[src/rtl/spi_byte_rx.sv]
// spi_byte_rx: SPI mode-0 slave byte receiver. Synchronises sclk/cs_n/mosi
// into the clk domain, deserialises MOSI into bytes, and strobes spi_done
// with each completed byte on spi_dout. frame_err flags a partial byte
// when the frame ends.
// Optional feature macro: SPI_ECHO_EN adds a miso output that echoes each
// received byte back to the host during the following byte.
module spi_byte_rx #(
  parameter int SYNC_STAGES = 2,
  parameter bit MSB_FIRST   = 1'b1
) (
  input  logic       clk,
  input  logic       rst,
  input  logic       sclk,
  input  logic       cs_n,
  input  logic       mosi,
  output logic [7:0] spi_dout,
  output logic       spi_done,
  output logic       frame_err
`ifdef SPI_ECHO_EN
  ,
  output logic       miso
`endif
);

  typedef enum logic {IDLE = 1'b0, SHIFT = 1'b1} state_t;

  logic [SYNC_STAGES-1:0] sclk_sync;
  logic [SYNC_STAGES-1:0] cs_sync;
  logic [SYNC_STAGES-1:0] mosi_sync;
  logic                   sclk_s;
  logic                   cs_s;
  logic                   mosi_s;
  logic                   sclk_d;
  logic                   rise;
  logic                   fall;

  state_t     state_q;
  state_t     state_d;
  logic [2:0] bit_cnt;
  logic [2:0] bit_cnt_d;
  logic [7:0] shreg;
  logic [7:0] shreg_d;
  logic [7:0] shifted;
  logic [7:0] dout_d;
  logic       done_d;
  logic       ferr_d;

  // Pin synchronisers; reset to the levels the pins sit at between frames
  always_ff @(posedge clk) begin
    if (rst) begin
      sclk_sync <= '0;
      cs_sync   <= '1;
      mosi_sync <= '0;
      sclk_d    <= 1'b0;
    end else begin
      sclk_sync <= {sclk_sync[SYNC_STAGES-2:0], sclk};
      cs_sync   <= {cs_sync[SYNC_STAGES-2:0], cs_n};
      mosi_sync <= {mosi_sync[SYNC_STAGES-2:0], mosi};
      sclk_d    <= sclk_sync[SYNC_STAGES-1];
    end
  end

  assign sclk_s = sclk_sync[SYNC_STAGES-1];
  assign cs_s   = cs_sync[SYNC_STAGES-1];
  assign mosi_s = mosi_sync[SYNC_STAGES-1];
  assign rise   = sclk_s & ~sclk_d;
  assign fall   = ~sclk_s & sclk_d;

  // Shift register contents after taking in the current synchronised bit
  always_comb begin
    if (MSB_FIRST) shifted = {shreg[6:0], mosi_s};
    else           shifted = {mosi_s, shreg[7:1]};
  end

  // Receiver state and output registers
  always_ff @(posedge clk) begin
    if (rst) begin
      state_q   <= IDLE;
      bit_cnt   <= 3'd0;
      shreg     <= 8'h00;
      spi_dout  <= 8'h00;
      spi_done  <= 1'b0;
      frame_err <= 1'b0;
    end else begin
      state_q   <= state_d;
      bit_cnt   <= bit_cnt_d;
      shreg     <= shreg_d;
      spi_dout  <= dout_d;
      spi_done  <= done_d;
      frame_err <= ferr_d;
    end
  end

  // Next state: chip select dominates any coincident sclk rise
  always_comb begin
    state_d   = state_q;
    bit_cnt_d = bit_cnt;
    shreg_d   = shreg;
    dout_d    = spi_dout;
    done_d    = 1'b0;
    ferr_d    = 1'b0;
    case (state_q)
      IDLE: begin
        bit_cnt_d = 3'd0;
        if (!cs_s) state_d = SHIFT;
      end
      SHIFT: begin
        if (cs_s) begin
          state_d   = IDLE;
          bit_cnt_d = 3'd0;
          if (bit_cnt != 3'd0) ferr_d = 1'b1;
        end else if (rise) begin
          shreg_d   = shifted;
          bit_cnt_d = bit_cnt + 3'd1;
          if (bit_cnt == 3'd7) begin
            dout_d = shifted;
            done_d = 1'b1;
          end
        end
      end
      default: state_d = IDLE;
    endcase
  end

`ifdef SPI_ECHO_EN
  logic [7:0] tx_reg;

  // Echo path: first bit goes out when the frame opens, the rest on sclk falls
  always_ff @(posedge clk) begin
    if (rst) begin
      tx_reg <= 8'h00;
      miso   <= 1'b0;
    end else if (state_q == IDLE) begin
      if (!cs_s) begin
        miso   <= MSB_FIRST ? spi_dout[7] : spi_dout[0];
        tx_reg <= MSB_FIRST ? {spi_dout[6:0], 1'b0} : {1'b0, spi_dout[7:1]};
      end else begin
        miso   <= 1'b0;
      end
    end else if (cs_s) begin
      miso <= 1'b0;
    end else if (spi_done) begin
      tx_reg <= spi_dout;
    end else if (fall) begin
      miso   <= MSB_FIRST ? tx_reg[7] : tx_reg[0];
      tx_reg <= MSB_FIRST ? {tx_reg[6:0], 1'b0} : {1'b0, tx_reg[7:1]};
    end
  end
`endif

endmodule

[config.mk]
export PLATFORM = sky130hd
export DESIGN_NAME = spi_byte_rx
export DESIGN_NICKNAME = d
export VERILOG_FILES = /design/src/rtl/spi_byte_rx.sv
export SDC_FILE = /design/constraint.sdc
export NUM_CORES = 1
export LEC_CHECK = 0
export CAP_MARGIN = 0
export CORE_ASPECT_RATIO = 1.25
export CORE_MARGIN = 10
export CORE_UTILIZATION = 50
export CTS_BUF_LIST = sky130_fd_sc_hd__clkbuf_8
export CTS_CLUSTER_DIAMETER = 40
export DETAILED_ROUTE_END_ITERATION = 8
export PLACE_DENSITY = 0.83
export SLEW_MARGIN = 20
export SYNTH_ARGS = -nofsm -noshare
export SYNTH_HDL_FRONTEND = slang
export SYNTH_SLANG_ARGS = --single-unit
[constraint.sdc]
create_clock -name clk -period 1.3 [get_ports clk]
set_input_delay 0.195 -clock clk [delete_from_list [all_inputs] [get_ports clk]]
set_output_delay 0.195 -clock clk [all_outputs]
set_load 0.02 [all_outputs]
==> results of run 1 <==
==> worst max-delay path, stage by stage, from the launching register on <==
cell,delay (ns)
dfxtp_1,0.40
ha_1,0.17
ha_2,0.20
and2_4,0.24
nor2b_4,0.16
==> worst max-delay path by stage <==
stage / start / end / slack, ns
3_3_place_gp: rst / bit_cnt[0] / -0.002
4_1_cts: bit_cnt[0] / spi_done / 0.06
6_report: bit_cnt[0] / spi_done / 0.08
2_1_floorplan: bit_cnt[0] / spi_done / 0.007
5_1_grt: cs_sync[1] / shreg[5] / 0.007
3_5_place_dp: rst / bit_cnt[0] / -0.04
==> per-layer routing <==
metal / share of wire (%) / vias up
li1: - / 369
met1: 43 / 330
met2: 51 / 11
met3: 3.1 / 4
met4: 2.3 / 0
met5: 0 / -
==> power by group through the flow <==
stage                     Clock, uW  Sequential, uW  Combinational, uW
after global routing            492             873               63.0
after detailed placement          0             892               58.8
after global placement            0             892               57.1
final                           453             872               58.4
after CTS                       471             872               59.0
after floorplan                   0             890               29.3
==> stage by stage <==
stage | utilization (%) | power (uW) | hold slack (ns) | setup slack, ns
after floorplan | - | 919.4 | 0.2988 | 0.006632
after global placement | 60.03 | 948.6 | 0.4002 | -0.002250
after detailed placement | 60.03 | 951.2 | 0.4046 | -0.03593
after CTS | 61.37 | 1402 | 0.4305 | 0.06169
after global routing | 61.37 | 1429 | 0.4464 | 0.007457
final | 61.37 | 1383 | 0.4274 | 0.07756
==> Yosys cell counts <==
cell,n,share of area (%)
dfxtp_1,28,51
nor2_1,11,3.7
mux2i_1,9,8.1
nand2b_1,8,4.5
nand4b_1,8,6.3
o21ai_2,8,6.3
nor2b_1,7,4.0
clkbuf_1,3,1.0
ha_1,3,3.4
inv_1,2,0.68
or2_2,2,1.1
and2_4,1,0.79
and4bb_1,1,1.1
buf_12,1,1.8
buf_2,1,0.45
buf_6,1,1.0
clkbuf_8,1,1.2
nand2_1,1,0.34
nor2b_4,1,1.2
nor3_1,1,0.45
or3b_2,1,0.79
xnor2_1,1,0.79
==> sequential cells by signal (all words and copies together) (netlist names) <==
register,count
frame_err,1
mosi_sync,2
state_q,1
spi_dout,8
sclk_sync,2
cs_sync,2
spi_done,1
shreg,7
sclk_d,1
bit_cnt,3
==> placed cells by master (no fill, tap or decap) <==
cell,synthesis,layout
buf_12,1,1
dfxtp_1,28,28
ha_2,0,1
and4bb_1,1,1
and2_4,1,1
mux2i_1,9,9
or2_2,2,2
nor3_1,1,1
nand2_1,1,1
or3b_2,1,1
xnor2_1,1,1
nor2b_4,1,1
nor2_1,11,11
o21ai_2,8,8
nor2b_1,7,7
ha_1,3,2
clkdlybuf4s50_1,0,4
clkbuf_8,1,3
nand2b_1,8,8
nand4b_1,8,8
buf_4,0,7
dlygate4sd2_1,0,10
inv_1,2,2
==> final cells by class <==
type                            count  area share (%)
Tap cell                           31           2.922
Clock buffer                        3           3.110
Sequential cell                    28           42.22
Inverter                            2          0.5655
Multi-Input combinational cell     63           36.10
Timing Repair Buffer               22           15.08
==> logic make-up (layout without fill, tap and decap cells) <==
family | after synthesis | count (layout) | synth area share [%]
mux | 9 | 9 | 8.145
xor+xnor | 1 | 1 | 0.7920
simple gates | 42 | 42 | 24.43
buf+inv | 9 | 27 | 6.221
flops | 28 | 28 | 50.68
fa+ha+maj | 3 | 3 | 3.394
compound gates | 8 | 8 | 6.335
==> impl_results.md, run 1 <==
- Status: finished clean
- Fin nets: 128
- Sequential share of the synthesized area: 50.68%
- Crit-path max FO: 9
- RePlAce Congestion: 0.7348
- Clock Sinks: 28
- Hold wc startpoint: cs_sync[0]
- GRT met1 Usage: 9.091%
- Num rows: 19
- Initial Util: 51.13%
- Grt ovf: 0
- Clk_skew: 0.005778 ns
- Worst R2R End: spi_done
- GR peak layer: met2
- Reg clk slew, reported paths: 0.09 ns
- Synthesis-to-finish area growth: 20.02%
- Max-cap violations: 0
- Cell area after layout: 1328 um^2
- Flop pwr share: 63.0%
- Min-delay worst type: reg -> reg
- Hpwl dp: 1382 um
- Net Sw Frac: 19.59%
- Ports: 15
- F_max: 818.0 MHz
- Leakage: 0.0005254 uW
- Netlist cell types: 22
- Die Width: 62.07 um
- Fillers: 199
- Max VDD drop: 0.7661 mV
- Layout Cells excl Fill: 149
- # DRC: 0
- Slew @ Worst Pin: 0.3819 ns
- Synth warnings: 0
- Die height: 72.59 um
- Number of gates resized after cts: 10
- Drt pass-1 iters: 4
- Buffers added on ports: 14
- DP Cell Count: 146
- Initial antenna violation count: 0
- Vias in the first global route: 718
- Power Internal: 1112 uW
- Crit path time final: 1.222 ns
- NetSw: 271.0 uW
- Crit path launch type: flop
- Final Hold Fails: 0
- Clk_lat worst skew: 0.27 ns
- Clock power frac: 32.8%
- Routed via count: 714
- Inserted Diodes: 0
- Hold Path Sink: cs_sync[1]
- Antenna Nets Post-Route: 0
- Share of cells above drive strength 1: 21.19%
- Max-slew headroom: 74.49%
- H-Tree Level Count: 1
- Routed WL: 1851 um
- Largest net degree at the start of global routing: 24
- Met3 global-route usage: 2.613%
- R2R Setup Slk: 0.08 ns
- Worst r2r src: bit_cnt[0]
- Hold depth: 1
- Final setup fails: 0
- Setup Crit Path Kind: reg -> reg
- Multi-input logic area: 479.2 um^2
- Global-route wire length before repair: 3056 um
- P per Cell Area: 1042 nW/um^2
- WP data arrival: 1.44 ns
- Die area: 4505 um^2
- DRT iter0 DRCs: 10
- RSZ-0062 raised after global routing: false
- Hold-fix buffers, CTS: 0
- Fin. max-slew vios: 0
- Clock Path Buffers: 2
- Via density: 4.792
- Cells after Synth: 100
- Clk Tree Root Cell: clkbuf_8
- Worst Path Required: 1.52 ns
- Comb pwr share: 4.2%
- Setup TNS Final: 0 ns
- CTS tree: built
- Setup Buffers After CTS: 0
- Average wire per standard cell: 12.42 um
- Gr usage total: 9.250%
- Placed cell area: 1299 um^2
- CP endpoint kind: flop
- Flip-flop and latch area: 560.5 um^2
- Core box area: 2163 um^2
- Total CTS buffers: 3
- Grt met2 use: 15.75%
- Flops & latches, synth: 28
- Post-Syn Nets: 108
- Avg Cell Area, Syn: 11.06 um^2
- Part of the cycle the worst path needs: 94.03%
- Cell Area, Synth: 1106 um^2
- Reg2reg path depth: 4
(Power assumes the default switching activity.)
==> run 2: changes to the inputs <==
--- a/config.mk
+++ b/config.mk
@@ -17,3 +17,4 @@
 export SYNTH_ARGS = -nofsm -noshare
 export SYNTH_HDL_FRONTEND = slang
 export SYNTH_SLANG_ARGS = --single-unit
+export TNS_END_PERCENT = 1
==> constraint.sdc (replaced) <==
create_clock -name clk -period 1.3 [get_ports clk]
set_input_delay 0.26 -clock clk [delete_from_list [all_inputs] [get_ports clk]]
set_output_delay 0.26 -clock clk [all_outputs]
set_load 0.02 [all_outputs]
==> run 2 against run 1 <==
  * Die area stayed put
  * Clock power is 17% higher
  * Cell count is 0.67% higher
  * First-iteration DRC count is 70% higher
  * Sequential share of layout area is 0.43 points lower
  * Global-route usage is 0.10 points higher
  * Setup slack worse by 0.024 ns
  * Flip-flop and latch count stayed put
  * Via count is 2.1% higher
  * Core utilization is 0.64 points higher
  * Largest power group unchanged
  * Wire length is 3.2% higher
==> impl_results.md, run 2 (synthesized netlist as in run 1, its figures left out) <==
- Status: finished clean
- Share of cells above drive strength 1: 21.85% (+0.66 points)
- Crit-path leading delay family: flip-flops
- Die Width: 62.07 um (unchanged)
- Most flop-heavy register: spi_dout
- Fin nets: 128 (unchanged)
- Power Internal: 1176 uW (+5.7%)
- Worst path max stage delay: 0.36 ns (-0.04 ns)
- Setup TNS Final: 0 ns (unchanged)
- Cell area after layout: 1341 um^2 (+1.0%)
- CP endpoint kind: output port
- Synthesis-to-finish area growth: 21.27%
- H-Tree Level Count: 1 (unchanged)
- Reg2reg path depth: 4 (unchanged)
- RePlAce Congestion: 0.7345 (about the same)
- Buffers added on ports: 14 (unchanged)
- Final setup fails: 0 (unchanged)
- Worst r2r src: cs_sync[1]
- Net Sw Frac: 19.44% (-0.15 points)
- Grt ovf: 0 (unchanged)
- PnR worst setup slack: 0.05382 ns (-0.02374 ns)
- NetSw: 283.7 uW (+4.7%)
- Clk_lat worst skew: 0.27 ns (about the same)
- Max reg flops: 8 (unchanged)
- Average wire per standard cell: 12.73 um (+2.5%)
- Worst path cell trace: dlygate4sd2_1
- Via density: 4.860 (+1.4%)
- Setup WS pre-CTS: -0.09881 ns (-0.06288 ns)
- RSZ-0062 raised after global routing: false
- Largest net degree at the start of global routing: 24 (unchanged)
- Core box area: 2163 um^2 (unchanged)
- Crit-path slowest cell: dfxtp_1
- Final Hold Fails: 0 (unchanged)
- Crit-path max FO: 2 (-7)
- # DRC: 0 (unchanged)
- Max-slew headroom: 76.59% (+2.1 points)
- Total CTS buffers: 3 (unchanged)
- Ports: 15 (unchanged)
- Die area: 4505 um^2 (unchanged)
- Flop pwr share: 59.8% (-3.2 points)
- Buf/Inv on CP: 1 (+1)
- Worst R2R End: shreg[4]
- Comb pwr share: 4.0% (-0.2 points)
- CTS tree: built
- Clock Sinks: 28 (unchanged)
- Vias in the first global route: 726 (+1.1%)
- Crit path launch type: flop
- Hpwl dp: 1399 um (+1.2%)
- Max VDD drop: 0.7867 mV (+2.7%)
- Multi-input logic area: 479.2 um^2 (unchanged)
- Clock Path Buffers: 2 (unchanged)
- DRT iter0 DRCs: 17 (+7)
- Routed via count: 729 (+2.1%)
- Die height: 72.59 um (unchanged)
- Leakage: 0.0005325 uW (+1.4%)
- Total power: 1459 uW (+5.5%)
- Crit path to: spi_dout[0]
- Largest registers: spi_dout (8), shreg (7), bit_cnt (3)
- Worst path depth: 1 (-3)
- Flip-flop and latch area: 560.5 um^2 (unchanged)
- Part of the cycle the worst path needs: 95.86% (+1.8 points)
- R2R Setup Slk: 0.08 ns (about the same)
- Min-delay worst type: reg -> reg
- Final Util: 62.00% (+0.64 points)
- F_max: 802.5 MHz (-1.9%)
- Slew @ Worst Pin: 0.3504 ns (-0.03149 ns)
- Placed cell area: 1299 um^2 (unchanged)
- Clk Tree Root Cell: clkbuf_8
- Clock power frac: 36.2% (+3.4 points)
- Hold-fix buffers, CTS: 0 (unchanged)
- Gr usage total: 9.350% (+0.10 points)
- Max-cap violations: 0 (unchanged)
- Crit path time final: 1.246 ns (+0.02374 ns)
- Fin. max-slew vios: 0 (unchanged)
- Initial Util: 51.13% (unchanged)
- Fillers: 197 (-1.0%)
- Commonest non-fill, non-tap cell in the layout: dfxtp_1
- Antenna Nets Post-Route: 0 (unchanged)
- Clk_skew: 0.001818 ns (-0.003960 ns)
- WP data arrival: 0.99 ns (-0.45 ns)
- Drt pass-1 iters: 4 (unchanged)
- Most frequent cells in the layout: dfxtp_1, nor2_1, dlygate4sd2_1
- Initial antenna violation count: 0 (unchanged)
- Inserted Diodes: 0 (unchanged)
- Worst Path Required: 1.04 ns (-0.48 ns)
- Num rows: 19 (unchanged)
- Reg clk slew, reported paths: 0.09 ns (about the same)
- Worst setup startpoint: spi_dout[0]
- P per Cell Area: 1088 nW/um^2 (+4.4%)
- Global-route wire length before repair: 3194 um (+4.5%)
- Setup Crit Path Kind: reg -> out
- Routed WL: 1910 um (+3.2%)
## run 2: cell types whose count changed in the layout (fill, tap and decap cells not counted)
cell	before	now
clkbuf_8	3	4
## run 2: timing repair
item / CTS / global route
resized for setup: 10 / 0
setup buffers: 0 / 0
endpoints found under the setup margin: 10 / 0
## run 2: how the worst min path moves through the flow
stage	startpoint	depth (start not counted)	slack, ns	to
finish	cs_sync[0]	1	0.43	cs_sync[1]
global route	cs_sync[0]	1	0.46	cs_sync[1]
CTS	cs_sync[0]	1	0.44	cs_sync[1]
detailed placement	cs_sync[0]	1	0.40	cs_sync[1]
global placement	cs_sync[0]	1	0.40	cs_sync[1]
floorplan	cs_n	1	0.36	cs_sync[0]
## run 2: area by class of cell
class,instances,share of cell area [%]
sequential,28,41.79
clock buffer,4,4.104
tap,31,2.892
timing repair buffer,22,14.93
multi-input combinational,63,35.73
inverter,2,0.5597
## run 2: power by group through the flow
stage | sequential, uW | combinational [uW] | clock, uW
2_1_floorplan | 890 | 29.3 | 0
6_report | 872 | 59.0 | 528
3_3_place_gp | 892 | 57.1 | 0
5_1_grt | 874 | 64.4 | 565
4_1_cts | 872 | 59.2 | 545
3_5_place_dp | 892 | 59.1 | 0
## run 2: per-layer routing
| layer | vias up | track usage, % | wire, um | part of all wire, % |
|---|---|---|---|---|
| li1 | 370 | - | - | - |
| met1 | 342 | 10.10 | 839 | 44 |
| met2 | 13 | 15.98 | 968 | 51 |
| met3 | 4 | 2.091 | 72 | 3.8 |
| met4 | 0 | 5.224 | 29 | 1.5 |
| met5 | - | 0 | 0 | 0 |
## run 2: per-stage QoR
step | hold WS (ns) | cells
4_1_cts | 0.4379 | 150
5_1_grt | 0.4643 | 150
6_report | 0.4325 | 150
3_5_place_dp | 0.4002 | 146
2_1_floorplan | 0.3638 | 100
3_3_place_gp | 0.4002 | 146
==> run 3: changes to the inputs <==
--- a/config.mk
+++ b/config.mk
@@ -8,11 +8,11 @@
 export CAP_MARGIN = 0
 export CORE_ASPECT_RATIO = 1.25
 export CORE_MARGIN = 10
-export CORE_UTILIZATION = 50
+export CORE_UTILIZATION = 55
 export CTS_BUF_LIST = sky130_fd_sc_hd__clkbuf_8
 export CTS_CLUSTER_DIAMETER = 40
 export DETAILED_ROUTE_END_ITERATION = 8
-export PLACE_DENSITY = 0.83
+export PLACE_DENSITY = 0.86
 export SLEW_MARGIN = 20
 export SYNTH_ARGS = -nofsm -noshare
 export SYNTH_HDL_FRONTEND = slang
==> constraint.sdc (replaced) <==
create_clock -name clk -period 1.4 [get_ports clk]
set_input_delay 0.28 -clock clk [delete_from_list [all_inputs] [get_ports clk]]
set_output_delay 0.28 -clock clk [all_outputs]
set_load 0.02 [all_outputs]
==> run 3 against run 2 <==
  * Non-clock buffer count fell by 1
  * First-iteration DRC count fell by 41%
  * Wire length fell by 4.9%
  * Count of clock-buffer cells in the layout did not move
  * Clock skew rose by 0.0014 ns
  * Worst hold slack got worse by 0.0042 ns
  * Critical path depth did not move
  * Register-to-register slack improved by 0.09 ns
  * Die area fell by 6.4%
  * Cell count fell by 8.0%
  * Via count fell by 1.4%
  * Critical endpoint is now spi_dout[1]
  * Largest cell class unchanged
  * Largest power group unchanged
  * Highest routed layer unchanged
==> impl_results.md, run 3 (synthesized netlist as in run 1, its figures left out) <==
- Total CTS buffers: 3 (unchanged)
- Worst path max stage delay: 0.36 ns (about the same)
- Hpwl dp: 1351 um (-3.5%)
- Crit-path max FO: 2 (unchanged)
- Final Hold Fails: 0 (unchanged)
- Vias in the first global route: 748 (+3.0%)
- RePlAce Congestion: 0.7005 (-4.6%)
- Worst Path Required: 1.12 ns (+0.08 ns)
- Hold-fix buffers, CTS: 0 (unchanged)
- DP Cell Count: 134 (-8.2%)
- Status: finished clean
- Clk Tree Root Cell: clkbuf_8
- Final setup fails: 0 (unchanged)
- Synthesis-to-finish area growth: 19.12%
- Share of cells above drive strength 1: 20.34% (-1.5 points)
- Setup WS pre-CTS: -0.03347 ns (+0.06534 ns)
- Slew @ Worst Pin: 0.3479 ns (-0.002512 ns)
- Grt ovf: 0 (unchanged)
- Antenna Nets Post-Route: 0 (unchanged)
- Die area: 4216 um^2 (-6.4%)
- Clock Sinks: 28 (unchanged)
- Max reg flops: 8 (unchanged)
- Clk_lat worst skew: 0.27 ns (about the same)
- Fillers: 166 (-16%)
- CP endpoint kind: output port
- Clk_skew: 0.003169 ns (+0.001351 ns)
- F_max: 802.6 MHz
- Commonest non-fill, non-tap cell in the layout: dfxtp_1
- Fin nets: 127 (-0.78%)
- Crit path time final: 1.246 ns
- RSZ-0062 raised after global routing: false
- Largest registers: spi_dout (8), shreg (7), bit_cnt (3)
- Leakage: 0.0005309 uW (-0.31%)
- Routed via count: 719 (-1.4%)
- Buf/Inv on CP: 1 (unchanged)
- Initial antenna violation count: 0 (unchanged)
- Total power: 1349 uW (-7.6%)
- CTS tree: built
- Most frequent cells in the layout: dfxtp_1, nor2_1, dlygate4sd2_1
- Most flop-heavy register: spi_dout
- Setup TNS Final: 0 ns (unchanged)
- Flip-flop and latch area: 560.5 um^2 (unchanged)
- Layout Cells excl Fill: 138 (-8.0%)
- Crit-path leading delay family: flip-flops
- Crit path launch type: flop
- Core box area: 1937 um^2 (-10%)
- Largest net degree at the start of global routing: 26 (+8.3%)
- Setup Buffers After CTS: 0 (unchanged)
- PnR worst setup slack: 0.1541 ns (+0.1002 ns)
- Drt pass-1 iters: 3 (-1)
- Reg clk slew, reported paths: 0.09 ns (about the same)
- Buffers added on ports: 14 (unchanged)
- Ports: 15 (unchanged)
- H-Tree Level Count: 1 (unchanged)
- P per Cell Area: 1024 nW/um^2 (-5.9%)
- DRT iter0 DRCs: 10 (-7)
- Routed WL: 1817 um (-4.9%)
- Gr usage total: 9.462% (+0.11 points)
- Min-delay worst type: reg -> reg
- Die height: 70.14 um (-3.4%)
- Max-slew headroom: 76.76% (+0.17 points)
- Multi-input logic area: 476.7 um^2 (-0.52%)
- WP data arrival: 0.97 ns (-0.02 ns)
- Num rows: 18 (-1)
- Max-cap violations: 0 (unchanged)
- Number of gates resized after cts: 10 (unchanged)
- Final Util: 68.02% (+6.0 points)
- Inserted Diodes: 0 (unchanged)
- Average wire per standard cell: 13.17 um (+3.4%)
- Setup Crit Path Kind: reg -> out
- Crit-path slowest cell: dfxtp_1
- Part of the cycle the worst path needs: 89.00%
- Fin. max-slew vios: 0 (unchanged)
- Worst path cell trace: dlygate4sd2_1
- Max VDD drop: 0.6891 mV (-12%)
- Global-route wire length before repair: 3229 um (+1.1%)
- Initial Util: 57.11% (+6.0 points)
- Via density: 5.210 (+7.2%)
- Die Width: 60.11 um (-3.1%)
- # DRC: 0 (unchanged)
- Clock Path Buffers: 2 (unchanged)
[run 3: cell count changes in the layout (fill, tap and decap cells not counted)]
cell,delta
ha_2,-1
buf_4,-1
ha_1,+1
[run 3: per-layer routing]
metal  part of all wire, %  up-vias  GRT usage [%]  wire length (um)
met5                     0        -              0                 0
met4                   2.3        0          4.750                41
met3                   4.9        5          3.255                89
met2                    51       14          15.25               925
met1                    42      329          10.44               760
li1                      -      371              -                 -
[run 3: path summary, 6_finish.rpt]
kind	startpoint	endpoint	slack, ns	cells past startpoint
worst max-delay path	spi_dout[1]	spi_dout[1]	0.15	1
worst min-delay path	cs_sync[0]	cs_sync[1]	0.43	1
worst max register to register	cs_sync[1]	shreg[1]	0.17	4
worst min register to register	cs_sync[0]	cs_sync[1]	0.43	1
[run 3: final cells by class]
type,instances,area share (%)
clock buffer,4,4.179
inverter,2,0.5698
multi-input combinational,63,36.18
sequential,28,42.55
tap,20,1.899
timing repair buffer,21,14.62
[run 3: stage by stage]
| stage | hold slack [ns] | cell area, um^2 |
|---|---|---|
| floorplan | 0.3838 | 1106 |
| global placement | 0.3926 | 1275 |
| detailed placement | 0.4098 | 1275 |
| CTS | 0.4335 | 1318 |
| global route | 0.4485 | 1318 |
| finish | 0.4283 | 1318 |
[run 3: report_power, final]
part	switching [uW]	internal, uW
registers	4.34	805
logic	18.4	33.0
clock network	237	251
